### config.mk
export PLATFORM = sky130hd
export DESIGN_NAME = ds_dac_mc
export DESIGN_NICKNAME = d
export VERILOG_FILES = /design/src/rtl/ds_dac_pkg.sv /design/src/rtl/ds_mod_ch.sv /design/src/rtl/ds_dac_mc.sv
export SDC_FILE = /design/constraint.sdc
export NUM_CORES = 1
export LEC_CHECK = 0
export CAP_MARGIN = 5
export CELL_PAD_IN_SITES_DETAIL_PLACEMENT = 2
export CELL_PAD_IN_SITES_GLOBAL_PLACEMENT = 2
export CORE_AREA = 2 2 193 195
export CTS_CLUSTER_DIAMETER = 150
export CTS_CLUSTER_SIZE = 12
export DETAILED_ROUTE_END_ITERATION = 6
export DIE_AREA = 0 0 195 197
export PLACE_DENSITY = 0.82
export SYNTH_ARGS = -nofsm -noshare
export SYNTH_HDL_FRONTEND = slang
export SYNTH_SLANG_ARGS = --single-unit
export TNS_END_PERCENT = 50
### constraint.sdc
create_clock -name clk -period 3 [get_ports clk]
set_input_delay 0.6 -clock clk [delete_from_list [all_inputs] [get_ports clk]]
set_output_delay 0.6 -clock clk [all_outputs]
set_load 0.01 [all_outputs]
### src/rtl/ds_dac_pkg.sv
// Shared types and arithmetic for the multi-channel delta-sigma DAC.
// - ds_order_t : modulator order selector
// - sat_add    : saturating a + b - c at integrator width, with overflow flag
// - FB_MAG     : feedback magnitude, one half of PCM full scale
// The integrator width is fixed here by DS_W/DS_AW; keep the W/AW
// parameters of ds_dac_mc equal to these values.
package ds_dac_pkg;

    localparam int unsigned DS_W   = 16;
    localparam int unsigned DS_AW  = 4;
    localparam int unsigned DS_IW  = DS_W + DS_AW;
    localparam int unsigned SUM_W  = DS_IW + 2;
    localparam int unsigned FB_MAG = 2 ** (DS_W - 1);

    typedef enum logic {
        DS_ORD1 = 1'b0,
        DS_ORD2 = 1'b1
    } ds_order_t;

    typedef logic signed [DS_IW-1:0] ds_int_t;

    typedef struct packed {
        ds_int_t val;
        logic    ovf;
    } sat_res_t;

    // Three DS_IW operands cannot exceed SUM_W bits, so the top bits show overflow.
    function automatic sat_res_t sat_add(input ds_int_t a, input ds_int_t b, input ds_int_t c);
        logic signed [SUM_W-1:0] sum;
        sat_res_t                res;
        sum     = SUM_W'(a) + SUM_W'(b) - SUM_W'(c);
        res.val = DS_IW'(sum);
        res.ovf = 1'b0;
        if (sum[SUM_W-1:DS_IW-1] != {(SUM_W-DS_IW+1){sum[SUM_W-1]}}) begin
            res.ovf = 1'b1;
            res.val = sum[SUM_W-1] ? {1'b1, {(DS_IW-1){1'b0}}} : {1'b0, {(DS_IW-1){1'b1}}};
        end
        return res;
    endfunction

endpackage

### src/rtl/ds_mod_ch.sv
// One delta-sigma modulator channel: active sample, 1st-order accumulator,
// 2nd-order integrators, PDM bit and sticky overload flag.
// Ports: clk, reset_n; run (0 = hold zero state, pdm 0); order; load/sample
// (commit into active); clr_ovl; pdm and ovl (registered).
module ds_mod_ch
    import ds_dac_pkg::*;
#(
    parameter int unsigned W  = DS_W,
    parameter int unsigned AW = DS_AW,
    parameter int unsigned FB = FB_MAG
) (
    input  logic         clk,
    input  logic         reset_n,
    input  logic         run,
    input  ds_order_t    order,
    input  logic         load,
    input  logic [W-1:0] sample,
    input  logic         clr_ovl,
    output logic         pdm,
    output logic         ovl
);

    localparam int unsigned IW = W + AW;

    logic [W-1:0]         active_q, active_d;
    logic [W-1:0]         acc_q, acc_d;
    logic signed [IW-1:0] i1_q, i1_d, i2_q, i2_d;
    logic                 pdm_q, pdm_d;
    logic                 ovl_q, ovl_d;
    logic [W:0]           sum1;
    logic signed [IW-1:0] act_s, fb;
    sat_res_t             s1, s2;

    // Next-state for both modulator orders; non-running cycles return to zero state.
    always_comb begin
        active_d = load ? sample : active_q;
        acc_d    = '0;
        i1_d     = '0;
        i2_d     = '0;
        pdm_d    = 1'b0;
        ovl_d    = ovl_q & ~clr_ovl;

        // Flipping the sign bit gives the offset-binary value active + 2^(W-1).
        sum1  = {1'b0, acc_q} + {1'b0, ~active_q[W-1], active_q[W-2:0]};
        act_s = IW'(signed'(active_q));
        fb    = pdm_q ? IW'(FB) : -IW'(FB);
        s1    = sat_add(ds_int_t'(i1_q), ds_int_t'(act_s), ds_int_t'(fb));
        s2    = sat_add(ds_int_t'(i2_q), ds_int_t'(i1_q), ds_int_t'(fb));

        if (run) begin
            if (order == DS_ORD1) begin
                acc_d = sum1[W-1:0];
                pdm_d = sum1[W];
            end else begin
                i1_d  = IW'(s1.val);
                i2_d  = IW'(s2.val);
                pdm_d = ~i2_d[IW-1];
                // Saturation set wins over a simultaneous clear.
                ovl_d = ovl_d | s1.ovf | s2.ovf;
            end
        end
    end

    always_ff @(posedge clk or negedge reset_n) begin
        if (!reset_n) begin
            active_q <= '0;
            acc_q    <= '0;
            i1_q     <= '0;
            i2_q     <= '0;
            pdm_q    <= 1'b0;
            ovl_q    <= 1'b0;
        end else begin
            active_q <= active_d;
            acc_q    <= acc_d;
            i1_q     <= i1_d;
            i2_q     <= i2_d;
            pdm_q    <= pdm_d;
            ovl_q    <= ovl_d;
        end
    end

    assign pdm = pdm_q;
    assign ovl = ovl_q;

endmodule

### src/rtl/ds_dac_mc.sv
// Multi-channel delta-sigma DAC with 1-bit PDM output per channel.
// Ports: clk, reset_n (async, active low); en; order2; pcm_valid/pcm_ready/
// pcm_ch/pcm_data sample write into shadow registers; pcm_commit copies all
// shadows to the active samples; clr_ovl; pdm_out and overload per channel.
module ds_dac_mc
    import ds_dac_pkg::*;
#(
    parameter int unsigned W    = DS_W,
    parameter int unsigned CH   = 2,
    parameter int unsigned AW   = DS_AW,
    localparam int unsigned CHW = (CH > 1) ? $clog2(CH) : 1
) (
    input  logic           clk,
    input  logic           reset_n,
    input  logic           en,
    input  logic           order2,
    input  logic           pcm_valid,
    output logic           pcm_ready,
    input  logic [CHW-1:0] pcm_ch,
    input  logic [W-1:0]   pcm_data,
    input  logic           pcm_commit,
    input  logic           clr_ovl,
    output logic [CH-1:0]  pdm_out,
    output logic [CH-1:0]  overload
);

    logic         ready_q, ready_d;
    ds_order_t    order_q, order_d;
    logic [W-1:0] shadow_q [CH];
    logic [W-1:0] shadow_d [CH];
    logic         wr_ok;
    logic         run;

    // Shadow write, order tracking and channel run qualifier.
    always_comb begin
        ready_d  = 1'b1;
        order_d  = ds_order_t'(order2);
        shadow_d = shadow_q;
        // Out-of-range channels complete the handshake but store nothing.
        wr_ok    = pcm_valid && ready_q && (32'(pcm_ch) < CH);
        if (wr_ok) begin
            shadow_d[pcm_ch] = pcm_data;
        end
        // An order change costs one zero-state cycle so the new order starts clean.
        run = en && (order_d == order_q);
    end

    always_ff @(posedge clk or negedge reset_n) begin
        if (!reset_n) begin
            ready_q <= 1'b0;
            order_q <= DS_ORD1;
            for (int unsigned k = 0; k < CH; k++) begin
                shadow_q[k] <= '0;
            end
        end else begin
            ready_q  <= ready_d;
            order_q  <= order_d;
            shadow_q <= shadow_d;
        end
    end

    assign pcm_ready = ready_q;

    // Commit takes shadow_d so a same-cycle write commits its new data.
    for (genvar k = 0; k < CH; k++) begin : g_ch
        ds_mod_ch #(
            .W  (W),
            .AW (AW),
            .FB (FB_MAG)
        ) u_ch (
            .clk     (clk),
            .reset_n (reset_n),
            .run     (run),
            .order   (order_q),
            .load    (pcm_commit),
            .sample  (shadow_d[k]),
            .clr_ovl (clr_ovl),
            .pdm     (pdm_out[k]),
            .ovl     (overload[k])
        );
    end

endmodule
==> results of run 1 <==
==> cells in the mapped netlist, types with 4 or more instances <==
cell type,n
a31o_2,8
ha_1,176
nor3_1,17
buf_2,7
fa_1,18
inv_1,242
nand3_1,20
nor2_1,66
nand4_1,7
o21ai_0,67
o31a_1,4
nor2b_1,7
a21boi_0,34
a21o_1,42
o21ai_1,4
a31oi_1,7
and2_1,12
o21a_1,19
and3_1,18
o31ai_1,5
nor3b_1,4
xnor2_1,49
or3_1,12
buf_4,5
a211oi_1,9
mux2i_1,5
nand2b_1,16
a21oi_2,12
o21bai_1,17
mux2_2,34
buf_1,4
clkbuf_1,12
dfrtp_1,182
xor2_1,42
nand2_1,83
a21oi_1,108
==> sequential cells by signal, indices dropped and copies added (netlist names) <==
signal,cells
g_ch.u_ch.i2_q,40
shadow_q,32
g_ch.u_ch.active_q,32
g_ch.u_ch.acc_q,32
g_ch.u_ch.i1_q,40
pcm_ready,1
g_ch.u_ch.ovl,2
g_ch.u_ch.pdm,2
order_q,1
==> where the power goes <==
group | internal (mW) | total (mW) | switching, mW | leakage, nW
clock network | 1.28 | 2.63 | 1.34 | 0.292
logic | 8.19 | 19.9 | 11.7 | 6.75
registers | 2.86 | 3.20 | 0.338 | 2.38
total | 12.3 | 25.7 | 13.4 | 9.42
==> metal layers <==
| layer | track usage (%) | vias up | share of wire [%] |
|---|---|---|---|
| met5 | 0 | - | 0 |
| met4 | 21.9 | 0 | 8.0 |
| met3 | 7.17 | 484 | 7.0 |
| met2 | 70.7 | 1028 | 47 |
| met1 | 46.8 | 7463 | 38 |
| li1 | - | 5573 | - |
==> repair_timing <==
| item | 4_1_cts | 5_1_grt |
|---|---|---|
| pin swaps | 49 | 68 |
| endpoints found under the hold margin | 0 | 0 |
| gates cloned | 9 | 5 |
| gates resized for setup | 279 | 211 |
| hold buffers | 0 | 0 |
| setup buffers | 34 | 36 |
| setup endpoints to repair | 92 | 92 |
==> cells by family after synthesis <==
logic type                 synth area share (%)
buffers and inverters                      8.19
muxes                                      3.26
DFF                                        34.3
xor gates and xnor gates                   6.00
adders and majority gates                  19.3
other                                    0.0282
AOI/OAI and AO/OA                          18.8
and+or+nand+nor                            10.2
==> critical path, stage by stage, from the launching register on <==
cell,delay [ps]
dfrtp_1,440
inv_1,120
ha_1,340
inv_1,80
ha_1,350
nand2_1,120
nor2_2,190
buf_4,170
nand4_1,210
o21ai_4,290
or2_4,200
a311oi_4,140
buf_4,180
and2_4,160
a221o_4,540
buf_12,200
a21oi_4,170
==> worst paths after layout <==
path | start | end | slack, ps | depth (start not counted)
worst max-delay path | g_ch[0].u_ch.active_q[14]$_DFFE_PN0P_ | g_ch[0].u_ch.i1_q[6]$_DFF_PN0_ | -980 | 16
worst min-delay path | reset_n | g_ch[0].u_ch.i2_q[6]$_DFF_PN0_ | 90 | 1
worst max register to register | g_ch[0].u_ch.active_q[14]$_DFFE_PN0P_ | g_ch[0].u_ch.i1_q[6]$_DFF_PN0_ | -980 | 16
worst min register to register | shadow_q[14]$_DFF_PN0_ | shadow_q[14]$_DFF_PN0_ | 530 | 1
max in group asynchronous | reset_n | g_ch[0].u_ch.i1_q[14]$_DFF_PN0_ | 1950 | 2
min in group clk | shadow_q[14]$_DFF_PN0_ | shadow_q[14]$_DFF_PN0_ | 530 | 1
==> layout make-up <==
cell class | instances | area, um^2
fill | 3576 | 16400
multi-input combinational | 978 | 9960
sequential | 182 | 4560
timing repair buffer | 359 | 3220
inverter | 242 | 921
tap | 468 | 586
clock buffer | 21 | 460
clock inverter | 11 | 124
==> metrics by stage <==
stage	power, mW	TNS (ps)	instance area, um^2	worst slack, ps	std cells
floorplan	9.89	-1970	13500	-152	1434
global placement	13.7	-18780	16200	-340	2148
detailed placement	15.1	-47790	16200	-765	2148
CTS	20.8	-37150	18400	-511	2222
global route	26.1	-63390	19800	-962	2261
finish	25.7	-62810	19800	-985	2261
==> flow_summary.yaml, run 1 <==
critical_path:
  crit_path_end_kind: "register"
  cp.required_ps: 3410
  arrival_ps: 4390
  worstPathMaxFanout: 5
  critical_path_class: "register to register"
  startpoint_type: "register"
die:
  die_h_um: 197
  die_x_um: 195
  num_rows: 70
  die_area_mm2: 0.0384
  initial_utilization_pct: 36.6
  ios: 29
  core_mm2: 0.0363
cts:
  clock_sinks: 182
  cts_inserted_buffers: 17
  insertion_delay_ps: 520
  cts_buffer_depth: 2
  clk_pin_slew_ps: 80
  root_buffer: "clkbuf_16"
  h-tree-depth: 4
  cts_tree: "built"
finish:
  syn_to_final_growth_pct: 49.2
  diodes: 0
  fin_util_pct: 54.7
  drive_gt1_share_pct: 42.8
  finalNetCount: 1998
  final_cell_mix: "289 x buf_4, 181 x inv_1, 178 x dfrtp_1"
  final_common_cell: "buf_4"
timing:
  layout_min_cycle_time_ps: 3980
  post-route-period-util_pct: 133
  slew_headroom_pct: 34.7
  setup_slack_ps: -985
  rsz0062_at_grt: "yes"
  drv_slew: 0
  hold_viol_final: 0
  setup_viol: 94
  fmax_mhz: 251
  worst_pin_slew_ps: 954
  holdWs_ps: 93.7
  skew_ps: 31.9
synthesis:
  ys_seq_elements: 182
  synth.largest_area_cell: "dfrtp_1"
  synth_flop_cell: "dfrtp_1"
  synth_top_cell_area_share_pct: 34.3
  async_flop_share_pct: 100
  yosysWarningCount: 0
  synth_cell_type_count: 75
  synth_edf_count: 0
  yosys-top-cells-area: "dfrtp_1 34%, ha_1 17%, inv_1 6.8%"
  netlist_area_mm2: 0.0133
  yosysSeqAreaShare_pct: 34.3
  syn_nets: 1652
  netlist_instances: 1434
  syn_area_per_cell_um2: 9.26
routing:
  antenna_left: 0
  drt-pass1-iter-count: 6
  drt-initial-drc-count: 1600
  vias_per_cell: 6.43
  route.detailed.drc: 0
  vias: 14500
  routed_wl_mm: 89.7
  wire_per_inst_um: 39.7
pwr:
  power-per-cell-area_mw_per_mm2: 1300
  peakVddDrop_uv: 634
  p_leak_nw: 9.42
global_route:
  grt_first_pass_wirelength_mm: 113
  grt.overflow.total: 0
  grtUsageTotal_pct: 40.3
  grt_pass1_vias: 15900
  grt_max_degree: 61
  antenna_found_initial: 0
placement:
  hpwl_mm: 39.7
  port_buffers: 28
  routabilityCongestion: 0.829
status:
  violations: "negative setup slack"
  status: "finished with violations"
flow_run:
  drv_cap: 0
hold_path:
  worst_hold_path_type: "input port to async pin"
Power figures use the tool's default switching activity.
==> run 2: changes to the inputs <==
CTS_CLUSTER_DIAMETER = 120   (was 150)
==> results of run 2 <==
Same layout as run 1: the final DEF is identical, and so are final timing and power.
==> run 3: changes to the inputs <==
ABC_AREA = 1   (was not set)
CORE_AREA = 2 2 210 212   (was 2 2 193 195)
DIE_AREA = 0 0 212 214   (was 0 0 195 197)
==> run 3 against run 2 <==
Compared with the run above:
- sequential power shrank 4%
- maximum frequency grew 20%
- core utilization shrank 14 points
- clock power shrank 8.4%
- die area grew 18%
- the flow still finishes with violations (negative setup slack)
- setup slack gained 660 ps
- non-clock buffer count shrank 259
- largest cell class unchanged
- cell count grew 17%
==> flow_summary.yaml, run 3 <==
status:
  status: "finished with violations"
  violations: "negative setup slack"
timing:
  rsz0062_at_grt: "yes"
  worst_pin_slew_ps: 747
  hold_viol_final: 0
  drv_slew: 0
  post-route-period-util_pct: 111
  skew_ps: 19.7
  slew_headroom_pct: 50.2
  fmax_mhz: 301
  setup_slack_ps: -323
  layout_min_cycle_time_ps: 3320
  setup_viol: 75
die:
  core_mm2: 0.0429
  ios: 29
  num_rows: 76
  die_x_um: 212
  initial_utilization_pct: 33.8
  die_h_um: 214
  die_area_mm2: 0.0454
synthesis:
  yosys-top-cells-area: "dfrtp_1 31%, ha_1 15%, nand2_1 12%"
  ys_top_cells_by_count: "473 x nand2_1, 415 x inv_1, 182 x dfrtp_1, 176 x ha_1, 156 x a21oi_1"
  synth_flop_cell: "dfrtp_1"
  syn_area_per_cell_um2: 7.38
  netlist_area_mm2: 0.0145
  syn_nets: 2179
  yosysMostFrequentCell: "nand2_1"
  synth_cell_type_count: 44
  ys_seq_elements: 182
  yosysWarningCount: 0
  synth_edf_count: 0
  yosysSeqAreaShare_pct: 31.5
  netlist_instances: 1961
  async_flop_share_pct: 100
  synth.largest_area_cell: "dfrtp_1"
  synth_top_cell_area_share_pct: 31.5
cts:
  cts_tree: "built"
  clock_sinks: 182
  clk_pin_slew_ps: 90
  cts_buffer_depth: 2
  cts_inserted_buffers: 17
  cts_hold_buf: 0
  root_buffer: "clkbuf_16"
  insertion_delay_ps: 480
  h-tree-depth: 4
critical_path:
  critical_path_class: "register to register"
  cp.required_ps: 3370
  r2r-start: "g_ch[1].u_ch.pdm$_DFF_PN0_"
  worstPathMaxFanout: 10
  startpoint_type: "register"
  arrival_ps: 3700
  crit_path_end_kind: "register"
  crit_start: "g_ch[1].u_ch.pdm$_DFF_PN0_"
global_route:
  grt_first_pass_wirelength_mm: 83.4
  grtUsageTotal_pct: 23.6
  grt_pass1_vias: 15400
  grt_max_degree: 78
  grt.overflow.total: 0
  antenna_found_initial: 1
finish:
  register_area_mm2: 0.00456
  finalNetCount: 2268
  syn_to_final_growth_pct: 19.4
  drive_gt1_share_pct: 15.4
  final_common_cell: "nand2_1"
  nFillCells: 4905
  largest_registers: "g_ch.u_ch.i1_q x40, g_ch.u_ch.i2_q x40"
  multi_input_area_mm2: 0.00883
  final_cell_mix: "422 x nand2_1, 395 x inv_1, 180 x dfrtp_1"
  fin_util_pct: 40.3
  instances_no_fill: 2649
hold_path:
  worst_hold_path_type: "input port to async pin"
flow_run:
  drv_cap: 0
placement:
  port_buffers: 28
  hpwl_mm: 39.0
  place_inst: 2588
  routabilityCongestion: 0.832
routing:
  wire_per_inst_um: 24.0
  routed_wl_mm: 63.6
  antenna_left: 0
  route.detailed.drc: 0
  vias_per_cell: 5.29
  drt-pass1-iter-count: 4
  vias: 14000
  drt-initial-drc-count: 725
pwr:
  power-per-cell-area_mw_per_mm2: 1100
  p_leak_nw: 9.24
  power.total_mw: 19.0
  peakVddDrop_uv: 585
run 3: changes by cell type after synthesis, moves of 21 or more:
| cell | previous run | this run |
|---|---|---|
| nand2_1 | 83 | 473 |
| mux2_2 | 34 | 2 |
| a21boi_0 | 34 | 5 |
| nand4_1 | 7 | 28 |
| o21ai_0 | 67 | 114 |
| a21o_1 | 42 | 16 |
| nor2_1 | 66 | 120 |
| inv_1 | 242 | 415 |
| a21oi_1 | 108 | 156 |
run 3: worst paths after layout:
kind                                                         to  slack (ps)  cells after the start
worst max-delay path            g_ch[1].u_ch.i1_q[12]$_DFF_PN0_        -320                     14
worst min register to register       g_ch[1].u_ch.ovl$_DFF_PN0_         500                      2
worst min-delay path                 g_ch[1].u_ch.pdm$_DFF_PN0_         170                      1
worst max register to register  g_ch[1].u_ch.i1_q[12]$_DFF_PN0_        -320                     14
max in group asynchronous            g_ch[0].u_ch.pdm$_DFF_PN0_        2060                      2
min in group clk                     g_ch[1].u_ch.ovl$_DFF_PN0_         500                      2
run 3: layer usage:
layer / global-route usage (%) / part of all wire (%) / up-vias
li1: - / - / 6321
met1: 27.3 / 40 / 7148
met2: 43.1 / 52 / 358
met3: 3.39 / 3.9 / 189
met4: 9.51 / 4.7 / 0
met5: 0 / 0 / -
run 3: where the power goes:
part / internal (mW) / switching, mW
Sequential: 2.84 / 0.226
Combinational: 4.63 / 8.85
Clock: 1.13 / 1.28
Total: 8.60 / 10.4
run 3: layout make-up:
type	count	area share [%]
diodes	1	0.0145
clock buffers	17	2.46
clock inverters	15	0.991
inverters	419	9.13
multi-input cells	1330	51.1
flip-flops and latches	182	26.4
well taps	585	4.23
repair buffers	100	5.73
run 3: worst max-delay path, cell delays in order, from the launching register on:
cell and delay (ps):
dfrtp_2 480, buf_6 160, fa_1 530, ha_4 360, nand2_2 110, nor2_4 150
inv_1 80, nor2_2 170, nand3_2 120, nand4_1 130, nand2_2 70, buf_4 140
o21ai_4 230, nand2_4 200, a21oi_1 280
run 3: cell families (layout without fill, tap and decap cells):
logic type | count (synthesis) | count (layout) | share of synthesized area (%)
AOI/OAI and AO/OA | 337 | 337 | 12.9
xor gates and xnor gates | 73 | 73 | 4.57
adders and majority gates | 194 | 194 | 17.7
buffers and inverters | 450 | 551 | 12.3
DFF | 182 | 182 | 31.5
muxes | 2 | 2 | 0.156
other | 1 | 2 | 0.0259
and+or+nand+nor | 722 | 723 | 20.9
run 3: repair_timing:
item / in CTS / in global routing
setup buffers: 2 / 20
gates resized for setup: 38 / 143
gates cloned: 0 / 6
endpoints found under the setup margin: 79 / 79
pin swaps: 2 / 36
run 3: through the flow:
stage	TNS, ps	cell area, um^2	setup slack (ps)	hold WS, ps
CTS	-30.3	16500	-15.7	173
global placement	0	15700	60.8	479
global route	-20750	17300	-379	204
floorplan	0	14500	181	304
finish	-12900	17300	-323	169
detailed placement	-6510	15700	-127	469
